File: src/rtl/rx_pkg.sv
// rx_pkg: shared state type, default sizes and timing helper for the serial frame receiver
//   Build option RX_PARITY_EN adds the PARITY state and moves the stop sample one bit later.
package rx_pkg;
   localparam int RX_DATA_W_DEF = 5;
   localparam int RX_OVS_DEF = 4;
`ifdef RX_PARITY_EN
   typedef enum logic [2:0] {IDLE, START, DATA, PARITY, STOP} rx_state_t;
`else
   typedef enum logic [1:0] {IDLE, START, DATA, STOP} rx_state_t;
`endif
   // cycles from t0 (first cycle the synchronised line is seen low) to the stop-bit sample
   function automatic int rx_stop_offset(input int data_w, input int ovs);
`ifdef RX_PARITY_EN
      return ovs / 2 + (data_w + 2) * ovs;
`else
      return ovs / 2 + (data_w + 1) * ovs;
`endif
   endfunction
endpackage

File: src/rtl/rx_bit_timer.sv
// rx_bit_timer: oversample cycle counter with bit-boundary and mid-bit flags
//   clk, rstn : clock, asynchronous active-low reset
//   en        : count while a frame is in progress
//   clr       : synchronous clear, wins over en
//   tc        : count == OVS-1, end of a bit period
//   mid       : count == OVS/2-1, centre of the start bit
module rx_bit_timer #(
   parameter int OVS = 4
) (
   input  logic clk,
   input  logic rstn,
   input  logic en,
   input  logic clr,
   output logic tc,
   output logic mid
);
   localparam int CW = $clog2(OVS);
   logic [CW-1:0] clk_cnt;
   always_ff @(posedge clk or negedge rstn)
      if (!rstn) clk_cnt <= '0;
      else clk_cnt <= clr ? '0 : en ? clk_cnt + CW'(1) : clk_cnt;
   assign tc = clk_cnt == CW'(OVS - 1);
   assign mid = clk_cnt == CW'(OVS / 2 - 1);
endmodule

File: src/rtl/rx_frame_receiver.sv
// rx_frame_receiver: oversampled serial frame receiver with start detection and valid/ready output
//   clk, rstn  : clock, asynchronous active-low reset
//   rx_data    : serial line, idles high, LSB first
//   rx_word    : received word, held while rx_valid
//   rx_valid   : word available until rx_valid && rx_ready
//   rx_ready   : consumer accept
//   frame_err  : one-cycle pulse, stop bit sampled low
//   overrun    : one-cycle pulse, completion while the previous word was unaccepted
//   busy       : receiver not idle
//   parity_err : one-cycle pulse with a completion whose parity is wrong (RX_PARITY_EN only)
//   Build option RX_PARITY_EN adds a parity bit between data and stop (parameter PARITY_ODD).
module rx_frame_receiver
   import rx_pkg::*;
#(
   parameter int DATA_W = RX_DATA_W_DEF,
   parameter int OVS = RX_OVS_DEF,
   parameter int SYNC_STAGES = 2
`ifdef RX_PARITY_EN
   , parameter bit PARITY_ODD = 1'b0
`endif
) (
   input  logic              clk,
   input  logic              rstn,
   input  logic              rx_data,
   output logic [DATA_W-1:0] rx_word,
   output logic              rx_valid,
   input  logic              rx_ready,
   output logic              frame_err,
   output logic              overrun,
`ifdef RX_PARITY_EN
   output logic              parity_err,
`endif
   output logic              busy
);
   localparam int BW = $clog2(DATA_W + 1);
   logic [SYNC_STAGES-1:0] sync;
   logic s, s_prev;
   rx_state_t state, state_nx;
   logic [BW-1:0] bit_cnt;
   logic [DATA_W-1:0] sh;
   logic tc, mid, cnt_clr, shift, bit_clr, done_ok, done_bad;
`ifdef RX_PARITY_EN
   logic par_load, par_bit;
`endif
   assign s = sync[SYNC_STAGES-1];
   assign busy = state != IDLE;
   rx_bit_timer #(.OVS(OVS)) u_timer (
      .clk (clk),
      .rstn(rstn),
      .en  (busy),
      .clr (cnt_clr),
      .tc  (tc),
      .mid (mid)
   );
   always_ff @(posedge clk or negedge rstn)
      if (!rstn) begin
         sync <= '1;
         s_prev <= 1'b1;
      end else begin
         sync <= {sync[SYNC_STAGES-2:0], rx_data};
         s_prev <= s;
      end
   always_comb begin
      state_nx = state;
      cnt_clr = 1'b0;
      shift = 1'b0;
      bit_clr = 1'b0;
      done_ok = 1'b0;
      done_bad = 1'b0;
`ifdef RX_PARITY_EN
      par_load = 1'b0;
`endif
      case (state)
         IDLE:
            if (s_prev && !s) begin
               state_nx = START;
               cnt_clr = 1'b1;
            end
         START:
            if (mid) begin
               cnt_clr = 1'b1;
               bit_clr = 1'b1;
               state_nx = s ? IDLE : DATA;
            end
         DATA:
            if (tc) begin
               shift = 1'b1;
               cnt_clr = 1'b1;
`ifdef RX_PARITY_EN
               if (bit_cnt == BW'(DATA_W - 1)) state_nx = PARITY;
`else
               if (bit_cnt == BW'(DATA_W - 1)) state_nx = STOP;
`endif
            end
`ifdef RX_PARITY_EN
         PARITY:
            if (tc) begin
               par_load = 1'b1;
               cnt_clr = 1'b1;
               state_nx = STOP;
            end
`endif
         STOP:
            if (tc) begin
               cnt_clr = 1'b1;
               done_ok = s;
               done_bad = !s;
               state_nx = IDLE;
            end
         default: state_nx = IDLE;
      endcase
   end
   // rx_word only changes when the holding slot is free or being emptied this cycle
   always_ff @(posedge clk or negedge rstn)
      if (!rstn) begin
         state <= IDLE;
         bit_cnt <= '0;
         sh <= '0;
         rx_word <= '0;
         rx_valid <= 1'b0;
         frame_err <= 1'b0;
         overrun <= 1'b0;
      end else begin
         state <= state_nx;
         bit_cnt <= bit_clr ? '0 : shift ? bit_cnt + BW'(1) : bit_cnt;
         if (shift) sh <= DATA_W'({s, sh} >> 1);
         if (done_ok && (!rx_valid || rx_ready)) rx_word <= sh;
         rx_valid <= done_ok | (rx_valid & ~rx_ready);
         frame_err <= done_bad;
         overrun <= done_ok & rx_valid & ~rx_ready;
      end
`ifdef RX_PARITY_EN
   always_ff @(posedge clk or negedge rstn)
      if (!rstn) begin
         par_bit <= 1'b0;
         parity_err <= 1'b0;
      end else begin
         if (par_load) par_bit <= s;
         parity_err <= done_ok & ((^{sh, par_bit}) != PARITY_ODD);
      end
`endif
endmodule

File: config.mk
export PLATFORM = sky130hd
export DESIGN_NAME = rx_frame_receiver
export DESIGN_NICKNAME = d
export VERILOG_FILES = /design/src/rtl/rx_pkg.sv /design/src/rtl/rx_bit_timer.sv /design/src/rtl/rx_frame_receiver.sv
export SDC_FILE = /design/constraint.sdc
export NUM_CORES = 1
export LEC_CHECK = 0
export CAP_MARGIN = 20
export CORE_MARGIN = 10
export CORE_UTILIZATION = 29
export DETAILED_ROUTE_END_ITERATION = 6
export HOLD_SLACK_MARGIN = 0.1
export RECOVER_POWER = 100
export SYNTH_ARGS = -nofsm -noshare
export SYNTH_HDL_FRONTEND = slang
export SYNTH_SLANG_ARGS = --single-unit
File: constraint.sdc
create_clock -name clk -period 2.55 [get_ports clk]
set_input_delay 0.765 -clock clk [delete_from_list [all_inputs] [get_ports clk]]
set_output_delay 0.765 -clock clk [all_outputs]
set_load 0.01 [all_outputs]
== Yosys cells after proc, flatten, opt, wreduce, memory -nomap -nowiden ==
Index checks and enable logic that the tools add are counted.

* Flip-flop bits (word level): 23
* Input port bits: 4
* Output and inout port bits: 9
* Logic and storage cells: 60

* $add $sub $neg: 2
* Eq/ne operators: 11
* Muxes and demuxes: 21
* Bitwise gates (word level): 5
* Reductions and logical operators: 11

{| class="wikitable"
|+ Operator list
! operator !! count
|-
| 2-bit two-way mux || 8
|-
| 2-bit != test, second input constant || 5
|-
| 1-bit two-way mux || 9
|-
| 2-bit one-hot mux with 4 select lines || 1
|-
| 2-bit == test, second input constant || 3
|-
| 3-bit two-way mux || 2
|-
| 2-bit nonzero test || 3
|-
| 5-bit AND reduction || 1
|-
| 2-bit by 1-bit == test with 1-bit output, second input constant || 2
|-
| 3-bit by 1-bit adder with 3-bit output, second input constant || 1
|-
| 1-bit bitwise AND || 3
|-
| 3-bit == test, second input constant || 1
|-
| 1-bit one-hot mux with 3 select lines || 1
|-
| 2-bit by 1-bit adder with 2-bit output, second input constant || 1
|-
| 1-bit logical AND || 2
|-
| 1-bit logical NOT || 2
|-
| 2-bit logical NOT || 1
|-
| 2-bit OR reduction || 1
|-
| 1-bit logical OR || 1
|-
| 1-bit inverter || 1
|-
| 1-bit bitwise OR || 1
|}

== Longest topological paths before layout ==
* Depth after elaboration: 5
* Depth in mapped cells: 5
* Gate-level depth less buffers: 5

== Cells and area by module ==
A second synthesis with hierarchy kept.

* Cells, all modules: 80
* Area total of the unflattened synthesis: 980.9 um^2

{| class="wikitable"
|+ Modules (own cells, without submodules)
! module !! instances !! cells an instance !! area an instance (um^2)
|-
| rx_frame_receiver || 1 || 71 || 878.3
|-
| rx_bit_timer || 1 || 9 || 102.6
|}

== Least setup slack after synthesis ==
No wires, ideal clock.

* Kind: in2reg
* Start point: input rx_ready
* End point: register rx_word[0]
* Library setup time: 125 ps
* Arrival time: 1,406 ps
* Data required time: 2,425 ps
* Path slack: 1,019 ps
* Cell stages on the path: 3
* Cells stage by stage: nand2b_1 nor2b_4 mux2_2

* Word-level cells in the longest chain between the ends: 2

{| class="wikitable"
|+ Ends and longest elaborated chain
! what !! RTL line !! RTL
|-
| start: declaration || rx_frame_receiver.sv:27 || <nowiki>input logic rx_ready,</nowiki>
|-
| 1-bit logical OR || rx_frame_receiver.sv:127 || <nowiki>if (done_ok && (!rx_valid || rx_ready)) rx_word <= sh;</nowiki>
|-
| 1-bit logical AND || rx_frame_receiver.sv:127 ||
|-
| end signal: assignment || rx_frame_receiver.sv:127 ||
|-
| end: declaration || rx_frame_receiver.sv:25 || <nowiki>output logic [DATA_W-1:0] rx_word,</nowiki>
|}

Every way passes these cells.
A chain may end at the register's enable or synchronous reset.

==> run summary <==
Status = finished, final reports clean
Gate Count Post-Synth = 80
Antenna cell count = 0
Mux contribution to synthesized area = 0.111
Reg2reg path depth = 4
Cells on Worst Hold Path = 0
Slew @ Worst Pin = 1.21 ns
Pwr/cell area = 891 mW/mm2
Layout cells sized above 1 = 0.196
Power, Total = 1.07 mW
XOR/XNOR share of the synthesized area = 0
Initial Util = 0.302
CTS tree = done
Avg Synthesized Cell Area = 12.6 um2
Final Hold Slack = 0.370 ns
CP Class = flop to output port
Fillers = 346
Die Ht = 78.9 um
Routability cong. = 0.737
Hold EP = sync[1]
Post-Syn Nets = 89
Fin util = 0.361
Finished Cell Area = 0.00120 mm2
Nets = 107
Seq/Total Area, Yosys = 0.575
Syn. warnings = 0
R2R Path Start = u_timer.clk_cnt[0]
Most common cell after layout, fill and taps aside = dfrtp_1
Input/output buffers = 12
Initial DRC count = 39
Largest family of logic cells by synthesized area = simple AND/OR/NAND/NOR gates
Final Hold Vio Count = 0
Period minus WS final = 2.25 ns
CP Cell Sequence = or2_2 -> clkdlybuf4s50_1
End of the worst register-to-register path = rx_word[3]
Leakage = 0.564 nW
Library cells used by synthesis = 27
CP top delay family = buffers and inverters
Clock root cell = clkbuf_4
DRT Pass-1 Iters = 2
ANT nets after route = 0
Core footprint = 0.00334 mm2
CP max stage cell = clkdlybuf4s50_1
#FFs+latches synth = 23
Placed cells = 139
IO Pins = 13
Layout Area Growth over Synthesis = 19.5%
CTS hold repair buffers = 0
Commonest cells after routing, fill and taps aside = dfrtp_1, dlygate4sd3_1, mux2_2, inv_1
H-Tree Depth = 1
Placed cell area = 0.00119 mm2
Post-synthesis simple-gate area fraction = 0.128
Number of global-route vias before repair = 664
Clock Path Buffers = 2
Endpoints failing setup = 0
Mapped cell area = 0.00101 mm2
CP required = 1.79 ns
Fin. max-slew vios = 0
Adder-Cell Fraction of Synth Area = 0.0621
Hpwl dp = 1310 um
CTS sink count = 23
Peak supply drop = 0.000483 V
Width of the die = 78.9 um
First-pass GRT wire length = 3060 um
Final wirelength = 1700 um
Via count = 623
Routed len/inst = 11.9 um
Clock transition at path regs = 0.13 ns
Hold WC Path Type = flop to flop
Post-route setup TNS = 0 ns
Worst skew pair latency = 0.31 ns
Post-route insts no fill = 143
Hold Startpoint = sync[0]
Maxcap violations = 0
Final worst setup slack = 0.298 ns
Max Fclk = 444 MHz
FP Rows = 21
Initial antenna violation count = 0
Tcrit/Tclk final = 0.883
Post-CTS setup buffer count = 0
Largest net degree at the start of global routing = 24
Slew headroom = 0.194
Clock skew = 0.0147 ns
Residual DRC = 0
Critical path buffer and inverter count = 1
Slowest stage delay, CP = 0.49 ns
Reg2Reg Setup Slack = 0.80 ns
CP startpoint kind = flop
Post-cts sizing count = 0
Vias/cell = 4.36
WP data arrival = 1.49 ns
CTS buffer count = 3
Full die area = 0.00623 mm2
CP Capture Type = output port
Setup WS pre-CTS = 0.485 ns
Max Fanout on Critical Path = 2
Total grt overflow = 0
Compound-Gate Fraction of Synth Area = 0.0857
Global-route usage over all layers = 0.0604
RSZ-0062 raised after global routing = false
[worst max-delay path by stage]
stage	end	slack [ns]	cells after the start
after global routing	busy	0.22	2
after floorplan	rx_word[0]	1.02	3
after global placement	rx_word[0]	0.51	4
after detailed placement	rx_word[4]	0.49	4
after CTS	busy	0.26	2
final	busy	0.30	2
[sequential cells by signal, indices dropped and copies added (netlist names), named ones only]
name and count:
bit_cnt 3, frame_err 1, overrun 1, rx_valid 1, rx_word 5, s_prev 1
sh 5, state 1, sync 2, u_timer.clk_cnt 2
[layout make-up]
| type | instances | area, um2 | share of cell area |
|---|---|---|---|
| well taps | 46 | 57.6 | 0.0478 |
| clock buffers | 3 | 22.5 | 0.0187 |
| repair buffers | 15 | 139 | 0.115 |
| inverters | 6 | 22.5 | 0.0187 |
| flip-flops and latches | 23 | 579 | 0.481 |
| clock inverters | 1 | 5.00 | 0.00416 |
| multi-input cells | 49 | 378 | 0.314 |
[cell usage after synthesis]
library cell   n  area [um2]
inv_1          6        22.5
buf_2          1        5.00
a22oi_1        1        7.51
nand4_4        1        21.3
nor2_1         5        18.8
a221oi_1       1        8.76
a21o_1         1        7.51
nor3_1         1        5.00
nand3b_2       1        11.3
buf_6          1        11.3
a31oi_1        2        12.5
or2_2          1        6.26
mux2_2         9         101
a21oi_1        3        15.0
nand2_1        5        18.8
o22ai_1        1        6.26
a211oi_1       2        15.0
ha_1           5        62.6
o31a_1         1        8.76
dfrtp_1       20         500
nand2b_1       2        12.5
and3_1         1        6.26
mux2i_1        1        10.0
o21ai_0        1        5.00
dfstp_2        3        78.8
nor2b_4        1        13.8
nand3_1        3        15.0
[cells by family after synthesis]
family	Yosys count
flip-flops	23
AND/OR/NAND/NOR	21
AO/OA/AOI/OAI	13
multiplexers	10
buffers and inverters	8
adder cells (fa/ha/maj)	5
[power breakdown]
group / leakage (nW) / switching [mW] / total (mW) / internal, mW
Combinational: 0.248 / 0.205 / 0.394 / 0.189
Sequential: 0.299 / 0.0605 / 0.514 / 0.454
Clock: 0.0177 / 0.105 / 0.163 / 0.0585
Total: 0.564 / 0.370 / 1.07 / 0.702
[routing by layer]
layer | global-route usage | up-vias | share of wire
met2 | 0.0946 | 8 | 0.48
met5 | 0 | - | 0
li1 | - | 312 | -
met3 | 0.0293 | 2 | 0.041
met1 | 0.0724 | 301 | 0.47
met4 | 0.0161 | 0 | 0.0077
(Power assumes the default switching activity.)
